===== src/rtl/pipe_stage_elastic.sv =====
// Two-entry elastic pipeline stage (main + skid register) with registered state.
// Optional performance counters (stall_cnt, bubble_cnt) are built when PIPE_STAGE_PERF_EN is defined.
module pipe_stage_elastic #(
    parameter int DATA_W = 160,
    parameter int CNT_W  = 16
) (
    input  logic              clk,
    input  logic              reset,
    input  logic              flush,
    input  logic              in_valid,
    output logic              in_ready,
    input  logic [DATA_W-1:0] in_data,
    output logic              out_valid,
    input  logic              out_ready,
    output logic [DATA_W-1:0] out_data,
    output logic [1:0]        occupancy
`ifdef PIPE_STAGE_PERF_EN
    ,
    output logic [CNT_W-1:0]  stall_cnt,
    output logic [CNT_W-1:0]  bubble_cnt
`endif
);

    // State values are chosen to equal the number of held entries.
    typedef enum logic [1:0] {
        EMPTY = 2'd0,
        ONE   = 2'd1,
        FULL  = 2'd2
    } state_t;

    state_t            state;
    logic [DATA_W-1:0] main_q;
    logic [DATA_W-1:0] skid_q;
    logic              in_fire;
    logic              out_fire;

    // in_ready is gated by reset so upstream never sees a ready stage while reset is held.
    assign in_ready  = ~reset & (state != FULL);
    assign out_valid = (state != EMPTY);
    assign out_data  = main_q;
    assign occupancy = 2'(state);

    assign in_fire  = in_valid & in_ready;
    assign out_fire = out_valid & out_ready;

    // NOTE: sequential state uses non-blocking assignments so every register samples pre-edge values.
    // NOTE: the payload registers are reset as well, because out_data must read 0 during reset.
    always_ff @(posedge clk or posedge reset) begin
        if (reset) begin
            state  <= EMPTY;
            main_q <= '0;
            skid_q <= '0;
        end else if (flush) begin
            state <= EMPTY;
        end else begin
            case (state)
                EMPTY: begin
                    if (in_fire) begin
                        state  <= ONE;
                        main_q <= in_data;
                    end
                end
                ONE: begin
                    if (in_fire && out_fire) begin
                        main_q <= in_data;
                    end else if (in_fire) begin
                        state  <= FULL;
                        skid_q <= in_data;
                    end else if (out_fire) begin
                        state <= EMPTY;
                    end
                end
                FULL: begin
                    if (out_fire) begin
                        state  <= ONE;
                        main_q <= skid_q;
                    end
                end
                default: state <= EMPTY;
            endcase
        end
    end

`ifdef PIPE_STAGE_PERF_EN
    localparam logic [CNT_W-1:0] CNT_MAX = '1;

    // Saturating counters; flush deliberately leaves them untouched.
    always_ff @(posedge clk or posedge reset) begin
        if (reset) begin
            stall_cnt  <= '0;
            bubble_cnt <= '0;
        end else begin
            if (out_valid && !out_ready && stall_cnt != CNT_MAX)
                stall_cnt <= stall_cnt + CNT_W'(1);
            if (out_ready && !out_valid && bubble_cnt != CNT_MAX)
                bubble_cnt <= bubble_cnt + CNT_W'(1);
        end
    end
`else
    wire unused_cnt_w = (CNT_W > 0);
`endif

endmodule


===== config.mk =====
export PLATFORM = sky130hd
export DESIGN_NAME = pipe_stage_elastic
export DESIGN_NICKNAME = d
export VERILOG_FILES = /design/src/rtl/pipe_stage_elastic.sv
export SDC_FILE = /design/constraint.sdc
export NUM_CORES = 1
export LEC_CHECK = 0
export BUFFER_PORTS_ARGS = -buffer_cell sky130_fd_sc_hd__buf_2
export CAP_MARGIN = 5
export CELL_PAD_IN_SITES_DETAIL_PLACEMENT = 0
export CELL_PAD_IN_SITES_GLOBAL_PLACEMENT = 1
export CORE_ASPECT_RATIO = 1.4
export CORE_MARGIN = 4
export CORE_UTILIZATION = 46
export CTS_BUF_LIST = sky130_fd_sc_hd__clkbuf_16
export DETAILED_ROUTE_END_ITERATION = 10
export PLACE_DENSITY_LB_ADDON = 0.1
export REMOVE_ABC_BUFFERS = 1
export SLEW_MARGIN = 25
export SYNTH_ARGS = -nofsm -noshare
export SYNTH_HDL_FRONTEND = slang
export SYNTH_SLANG_ARGS = --single-unit

===== constraint.sdc =====
create_clock -name clk -period 22.7 [get_ports clk]
set_clock_uncertainty 0.15 [all_clocks]
set_input_delay 1.135 -clock clk [delete_from_list [all_inputs] [get_ports clk]]
set_output_delay 1.135 -clock clk [all_outputs]
set_load 0.05 [all_outputs]

==> impl_results.md, run 1 <==
* Syn Area/Cell at 12.68 um^2
* Remaining antenna violation count after routing at 0
* Max stage delay on crit path at 0.84 ns
* CP Cell Sequence: buf_2 > or4b_1 > a31oi_4 > buf_6 > buf_4 > a21oi_1
* DPL Wire Length at 20.33 mm
* Post-Syn Instances at 1050
* Io pins at 329
* Placeable Area at 28500 um^2
* Final Slew Violations at 0
* Final Hold Viols at 0
* Crit-path max FO at 103
* PwrDens at 105.5 nW/um^2
* Largest net degree at the start of global routing at 115
* Wire length of the first global-routing pass at 48.32 mm
* Post-synth top area cell: dfrtp_1
* Reg clk slew, reported paths at 0.06 ns
* Worst Setup End Kind: register
* Max-cap check violation count at 0
* Initial antenna violation count at 9
* Chip width at 151.8 um
* Leakage at 7.696 nW
* Tcrit/Tclk final at 18.12%
* Setup TNS at 0 ns
* Maximum vdd ir drop at 72.05 uV
* Chip height at 209.3 um
* CTS sink count at 322
* CTS resizes at 0
* Sequential share of the synthesized area at 60.53%
* Post-synthesis register bit count at 322
* Worst-margin pin slew at 1.054 ns
* Clock Path Buffers at 3
* Setup repair after global routing missed its margin: no
* Top cell type's share of synthesized area at 60.53%
* Clk Latency, worst-skew pair at 0.55 ns
* Effective utilization at floorplan at 46.71%
* Post-synth EDFFs at 0
* Post-detailed-route via-to-cell ratio at 5.090
* CTS Hold Bufs at 0
* Synth Warn # at 0
* Critical Path RT at 22.93 ns
* Share of post-route cells with drive strength above 1 at 29.60%
* GP Congestion at 0.7605
* TritonRoute pass-1 iters at 5
* Yosys cell types at 24
* FFs w/ async S/R, synth at 100.0%
* IO Port Bufs at 328
* Clk root buf: clkbuf_16
* Hold crit path type: register to register
* CTS buffer count at 31
* Postcts setup bufs at 0
* CTS HTree Levels at 1
* WP data arrival at 4.35 ns
* Grt total ovfl at 0
* R2r setup slk at 18.78 ns
* CP max stage cell: buf_4
* Cells taking the most area after synthesis: dfrtp_1 61%, mux2i_1 12%, mux2_1 12%
* Remaining DRCs at 0
* Routed wire length at 30.81 mm
* Core Rows at 73
* Die Area at 31760 um^2
* CTS tree: built
* Fin Hold WS at 0.3387 ns
* Final setup vio count at 0
* Synthesized cell area at 13310 um^2
* CP Launch Type: input port
* Min cycle time layout at 4.113 ns
* WL/cell at 17.58 um
* Critical path type: input port to register
* Main synth FF type: dfrtp_1
* Initial drt markers at 330
* Max transition margin at 29.73%
* Detailed-route via count at 8922
* Final nets at 1516
* Vias in the first global route at 8925
* Status: finished clean
* GRT Util Overall at 19.09%
* Max Fclk at 243.1 MHz
* Area Growth Syn to Fin at 21.43%
## power breakdown
| part | switching [mW] | internal, mW | leakage, nW |
|---|---|---|---|
| clock network | 0.214 | 0.268 | 0.488 |
| registers | 0.0604 | 0.693 | 3.89 |
| logic | 0.345 | 0.125 | 3.32 |
## flip-flops by register name, summed over array words and instances, names as in the netlist
signal	cells
out_data	160
skid_q	160
occupancy	2
## logic make-up after synthesis
family | Yosys count | share of synthesized area, %
compound gates | 164 | 6.269
flops | 322 | 60.53
mux | 320 | 25.57
buf+inv | 72 | 2.500
simple gates | 172 | 5.132
## cell usage after synthesis, types with 2 or more instances
cell,number
a21oi_1,160
buf_1,6
buf_2,47
clkbuf_1,17
dfrtp_1,322
mux2_1,137
mux2_2,23
mux2i_1,160
nand2_1,2
nor2_1,161
nor2b_1,2
## per-layer routing
| layer | GRT usage [%] | wire length, um | up-vias |
|---|---|---|---|
| met3 | 5.961 | 2557 | 65 |
| li1 | - | - | 4273 |
| met2 | 30.65 | 14590 | 232 |
| met5 | 0 | 92 | - |
| met1 | 24.48 | 12640 | 4338 |
| met4 | 6.698 | 926 | 14 |
## path summary, 6_finish.rpt
kind                               from            end  cells after the start
max                               reset  out_data[136]                      6
min                         skid_q[129]    skid_q[129]                      1
max reg2reg                occupancy[0]  out_data[136]                      5
min reg2reg                 skid_q[129]    skid_q[129]                      1
max in group asynchronous         reset   out_data[88]                      3
min in group asynchronous         reset  out_data[144]                      2
## worst max-delay path: cells and delay by family
| kind | cells | cell delay (ns) |
|---|---|---|
| AO/OA/AOI/OAI | 2 | 0.90 |
| buffers and inverters | 3 | 1.66 |
| AND/OR/NAND/NOR | 1 | 0.55 |
## cells in the final DEF, fill, tap and decap left out
master      instances
or4b_1              1
nor4b_1             1
mux2_1            137
clkinvlp_4          1
mux2i_1           160
nor2_1            161
a31oi_4             1
buf_6               3
o31ai_1             1
inv_1               8
inv_8               1
diode_2             3
nand3b_1            1
nand2_4             1
nand2b_2            1
buf_4               8
or2_2               1
a21o_1              1
clkbuf_16          31
mux2_2             23
buf_2             328
nand4bb_1           1
nor2b_4             1
bufinv_16           2
a31oi_1             1
clkinv_2            5
dfrtp_1           322
a21oi_1           160
or3b_1              1
nor2b_1             1
clkinv_1           10
nand2_1             1
## cell type report
cell class / count / area [um^2]
diodes: 3 / 7.507
clock buffers: 31 / 775.7
clock inverters: 26 / 160.2
fillers: 2520 / 12330
inverters: 1 / 11.26
multi-input cells: 656 / 4947
flip-flops and latches: 322 / 8058
well taps: 375 / 469.2
repair buffers: 339 / 1735
## metrics by stage
step                      cell area, um^2  std cells  setup slack (ns)  util [%]  power (mW)
after floorplan                     12980        979             10.12         -       1.117
after global placement              15210       1693             17.83     53.37       1.229
after detailed placement            15210       1693             17.77     53.37       1.240
after CTS                           16150       1750             18.36     56.66       1.730
after global routing                16160       1752             18.28     56.71       1.795
final                               16160       1753             18.59     56.72       1.705
(Power assumes the default switching activity.)
==> inputs of run 2 (changes only) <==
ABC_AREA = 1   (was unset)
CORE_UTILIZATION = 40   (was 46)
clock period = 4 ns   (was 22.7 ns; I/O delays follow)
==> run 2 against run 1 <==
Flip-flop and latch count did not move. Count of clock-buffer cells in the layout rose by 6. Via count rose by 30%. Global-route usage rose by 0.31 points. Die area rose by 18%. Utilization fell by 2.9 points. Non-clock buffer count rose by 170. Sequential share of layout area fell by 5.8 points. Largest cell class unchanged. Wire length rose by 18%.
==> impl_results.md, run 2 <==
* Final Slew Violations at 0 (unchanged)
* Top cell type's share of synthesized area at 58.60% (was 60.53%)
* Io pins at 329 (unchanged)
* Final std cells w/o fill at 2500 (was 1753)
* Max-cap check violation count at 0 (unchanged)
* Placeable Area at 34030 um^2 (was 28500 um^2)
* CTS tree: built (unchanged)
* Final Core Density at 53.79% (was 56.72%)
* Setup repair after global routing missed its margin: no (unchanged)
* DPL Wire Length at 22.96 mm (was 20.33 mm)
* Multiplexer area fraction after synthesis at 0% (was 25.57%)
* Clock Path Buffers at 3 (unchanged)
* CP Launch Type: register (was input port)
* RR Startpoint: occupancy[0] (unchanged)
* CTS HTree Levels at 2 (was 1)
* Post-synth top area cell: dfrtp_1 (unchanged)
* Largest family of logic cells by synthesized area: compound AO/OA/AOI/OAI gates (was multiplexers)
* Maximum vdd ir drop at 417.5 uV (was 72.05 uV)
* Hold depth at 7 (was 1)
* Chip width at 164.7 um (was 151.8 um)
* Initial drt markers at 810 (was 330)
* Clk root buf: clkbuf_16 (unchanged)
* IO Port Bufs at 328 (unchanged)
* WL/cell at 14.51 um (was 17.58 um)
* Worst Hold Launch: in_valid (was skid_q[129])
* Critical path type: register to register (was input port to register)
* Syn Area/Cell at 8.669 um^2 (was 12.68 um^2)
* Final Hold Viols at 0 (unchanged)
* Main synth FF type: dfrtp_1 (unchanged)
* Commonest non-fill, non-tap cell in the layout: nand2_1 (was buf_2)
* Post-detailed-route via-to-cell ratio at 4.632 (was 5.090)
* Sequential share of the synthesized area at 58.60% (was 60.53%)
* Chip height at 227.4 um (was 209.3 um)
* Reg2Reg Depth at 8 (was 5)
* CTS sink count at 322 (unchanged)
* Hold Path Sink: occupancy[0] (was skid_q[129])
* Grt total ovfl at 0 (unchanged)
* Cells taking the most area after synthesis: dfrtp_1 59%, nand2_1 13%, o21ai_1 10% (was dfrtp_1 61%, mux2i_1 12%, mux2_1 12%)
* Routed wire length at 36.28 mm (was 30.81 mm)
* Wire length of the first global-routing pass at 58.83 mm (was 48.32 mm)
* Share of post-route cells with drive strength above 1 at 20.46% (was 29.60%)
* Initial antenna violation count at 1 (was 9)
* FFs w/ async S/R, synth at 100.0% (unchanged)
* Most frequent CP cell: nand2_8
* Core Rows at 80 (was 73)
* Crit path max-delay family: simple AND/OR/NAND/NOR gates (was buffers and inverters)
* Hold crit path type: input port to register (was register to register)
* Post-Syn Instances at 1586 (was 1050)
* Remaining antenna violation count after routing at 0 (unchanged)
* Clk Latency, worst-skew pair at 0.52 ns (was 0.55 ns)
* Status: finished clean (unchanged)
* Max stage delay on crit path at 0.46 ns (was 0.84 ns)
* PwrDens at 740.0 nW/um^2 (was 105.5 nW/um^2)
* WP data arrival at 3.00 ns (was 4.35 ns)
* GRT Util Overall at 19.40% (was 19.09%)
* CP max stage cell: dfrtp_1 (was buf_4)
* Max Fclk at 362.4 MHz
* Max transition margin at 41.10% (was 29.73%)
* CTS buffer count at 34 (was 31)
* GP Congestion at 0.7508 (was 0.7605)
* Count leader, synth: nand2_1 (was dfrtp_1)
* Post-synthesis simple-gate area fraction at 14.08% (was 5.132%)
* R2r setup slk at 1.24 ns (was 18.78 ns)
* Critical Path RT at 4.24 ns (was 22.93 ns)
* Synthesized cell area at 13750 um^2 (was 13310 um^2)
* CP Cell Sequence: inv_2 > nand2_8 > nand3_2 > a21oi_1 > nand2_8 > buf_4 > nand2_1 > o21ai_2 (was buf_2 > or4b_1 > a31oi_4 > buf_6 > buf_4 > a21oi_1)
* Yosys cell types at 23 (was 24)
* Vias in the first global route at 11180 (was 8925)
* Dpl cells at 2277 (was 1693)
* Fillers at 3223 (was 2520)
* Remaining DRCs at 0 (unchanged)
* Buffers & Inverters on Critical Path at 2 (was 3)
* Largest net degree at the start of global routing at 121 (was 115)
* Post-Synth Adder-Cell Area at 0% (unchanged)
* Final setup vio count at 0 (unchanged)
* Reg clk slew, reported paths at 0.06 ns (about the same)
* Post-synth EDFFs at 0 (unchanged)
* Effective utilization at floorplan at 40.40% (was 46.71%)
* Leakage at 9.866 nW (was 7.696 nW)
* Synth Area in Compound Gates at 18.18% (was 6.269%)
* Worst-margin pin slew at 0.8835 ns (was 1.054 ns)
* Crit-path max FO at 75 (was 103)
* Commonest cells post-synth: 491 x nand2_1, 322 x dfrtp_1, 280 x o21ai_1 (was 322 x dfrtp_1, 161 x nor2_1, 160 x a21oi_1, 160 x mux2i_1, 137 x mux2_1)
* Worst Setup End Kind: register (unchanged)
* Xor-xnor portion of the synthesized cell area at 0% (unchanged)
* Post-synthesis register bit count at 322 (unchanged)
* Final nets at 2191 (was 1516)
* Postcts setup bufs at 0 (unchanged)
* Synth Warn # at 0 (unchanged)
* Commonest non-fill, non-tap cells in the layout: 490 x nand2_1, 328 x buf_2, 322 x dfrtp_1, 280 x o21ai_1, 184 x o21ai_0 (was 328 x buf_2, 322 x dfrtp_1, 161 x nor2_1, 160 x mux2i_1, 160 x a21oi_1)
* Min cycle time layout at 2.760 ns
* Area Growth Syn to Fin at 33.14% (was 21.43%)
* Die Area at 37450 um^2 (was 31760 um^2)
* Detailed-route via count at 11580 (was 8922)
* R2r endpoint: out_data[104] (was out_data[136])
* Tcrit/Tclk final at 68.99%
* TritonRoute pass-1 iters at 5 (unchanged)
## run 2: changes by cell type in the layout (fill, tap and decap cells not counted), moves of 23 or more
cell / delta
nand2_1: +489
o21ai_1: +280
o21ai_0: +184
inv_1: +166
dlygate4sd3_1: +164
mux2i_1: -160
a21oi_1: -159
nor2_1: -158
mux2_1: -137
mux2_2: -23
## run 2: how the worst max path moves through the flow
stage	start	end	slack (ns)	cells after the start
finish	occupancy[0]	out_data[104]	1.24	8
global route	occupancy[0]	out_data[148]	0.88	7
CTS	occupancy[0]	out_data[102]	1.21	6
detailed placement	occupancy[0]	out_data[40]	1.22	8
global placement	occupancy[1]	out_data[95]	1.26	5
floorplan	reset	skid_q[131]	-9.30	5
## run 2: cell type report
cell class / instances / area, um^2 / area share, %
inverter: 168 / 638.1 / 3.486
multi-input combinational: 991 / 4466 / 24.39
antenna: 1 / 2.502 / 0.01367
clock buffer: 37 / 925.9 / 5.058
timing repair buffer: 509 / 3510 / 19.17
sequential: 322 / 8058 / 44.02
tap: 451 / 564.3 / 3.082
clock inverter: 21 / 142.6 / 0.7792
## run 2: power breakdown
group	switching (mW)	internal, mW
clock network	1.28	1.79
logic	3.86	1.33
registers	0.752	4.54
total	5.89	7.65
## run 2: worst register-to-register path, delay by kind of cell (launching register included)
| family | cells | cell delay (ns) |
|---|---|---|
| buffers and inverters | 2 | 0.61 |
| and+or+nand+nor | 4 | 0.98 |
| DFF | 1 | 0.46 |
| AOI/OAI and AO/OA | 2 | 0.43 |
## run 2: timing repair
| item | in CTS | in global routing |
|---|---|---|
| hold buffers | 164 | 0 |
| endpoints found under the hold margin | 372 | 0 |
| setup endpoints to repair | 0 | 0 |
| resized for setup | 0 | 0 |
## run 2: kinds of logic (layout without fill, tap and decap cells)
family | Yosys count | after routing
simple gates | 506 | 506
compound gates | 485 | 485
flops | 322 | 322
buf+inv | 273 | 735
other cells | 0 | 1
## run 2: stage by stage
stage / power, mW / area (um^2) / hold WS [ns] / TNS (ns) / worst slack [ns]
3_3_place_gp: 10.36 / 15580 / 0.1223 / 0 / 1.261
5_1_grt: 14.38 / 18310 / 0.1747 / 0 / 0.8769
4_1_cts: 13.71 / 18290 / 0.08409 / 0 / 1.208
3_5_place_dp: 10.44 / 15580 / 0.1240 / 0 / 1.217
6_report: 13.55 / 18310 / 0.1180 / 0 / 1.240
2_1_floorplan: 9.084 / 13120 / 0.2034 / -4345.63 / -9.304
## run 2: metal layers
metal / share of wire [%] / wire length [um] / global-route usage (%)
met1: 44 / 16050 / 26.88
met3: 5.8 / 2107 / 3.550
met2: 47 / 17000 / 30.91
met4: 3.1 / 1117 / 6.577
met5: 0 / 0 / 0
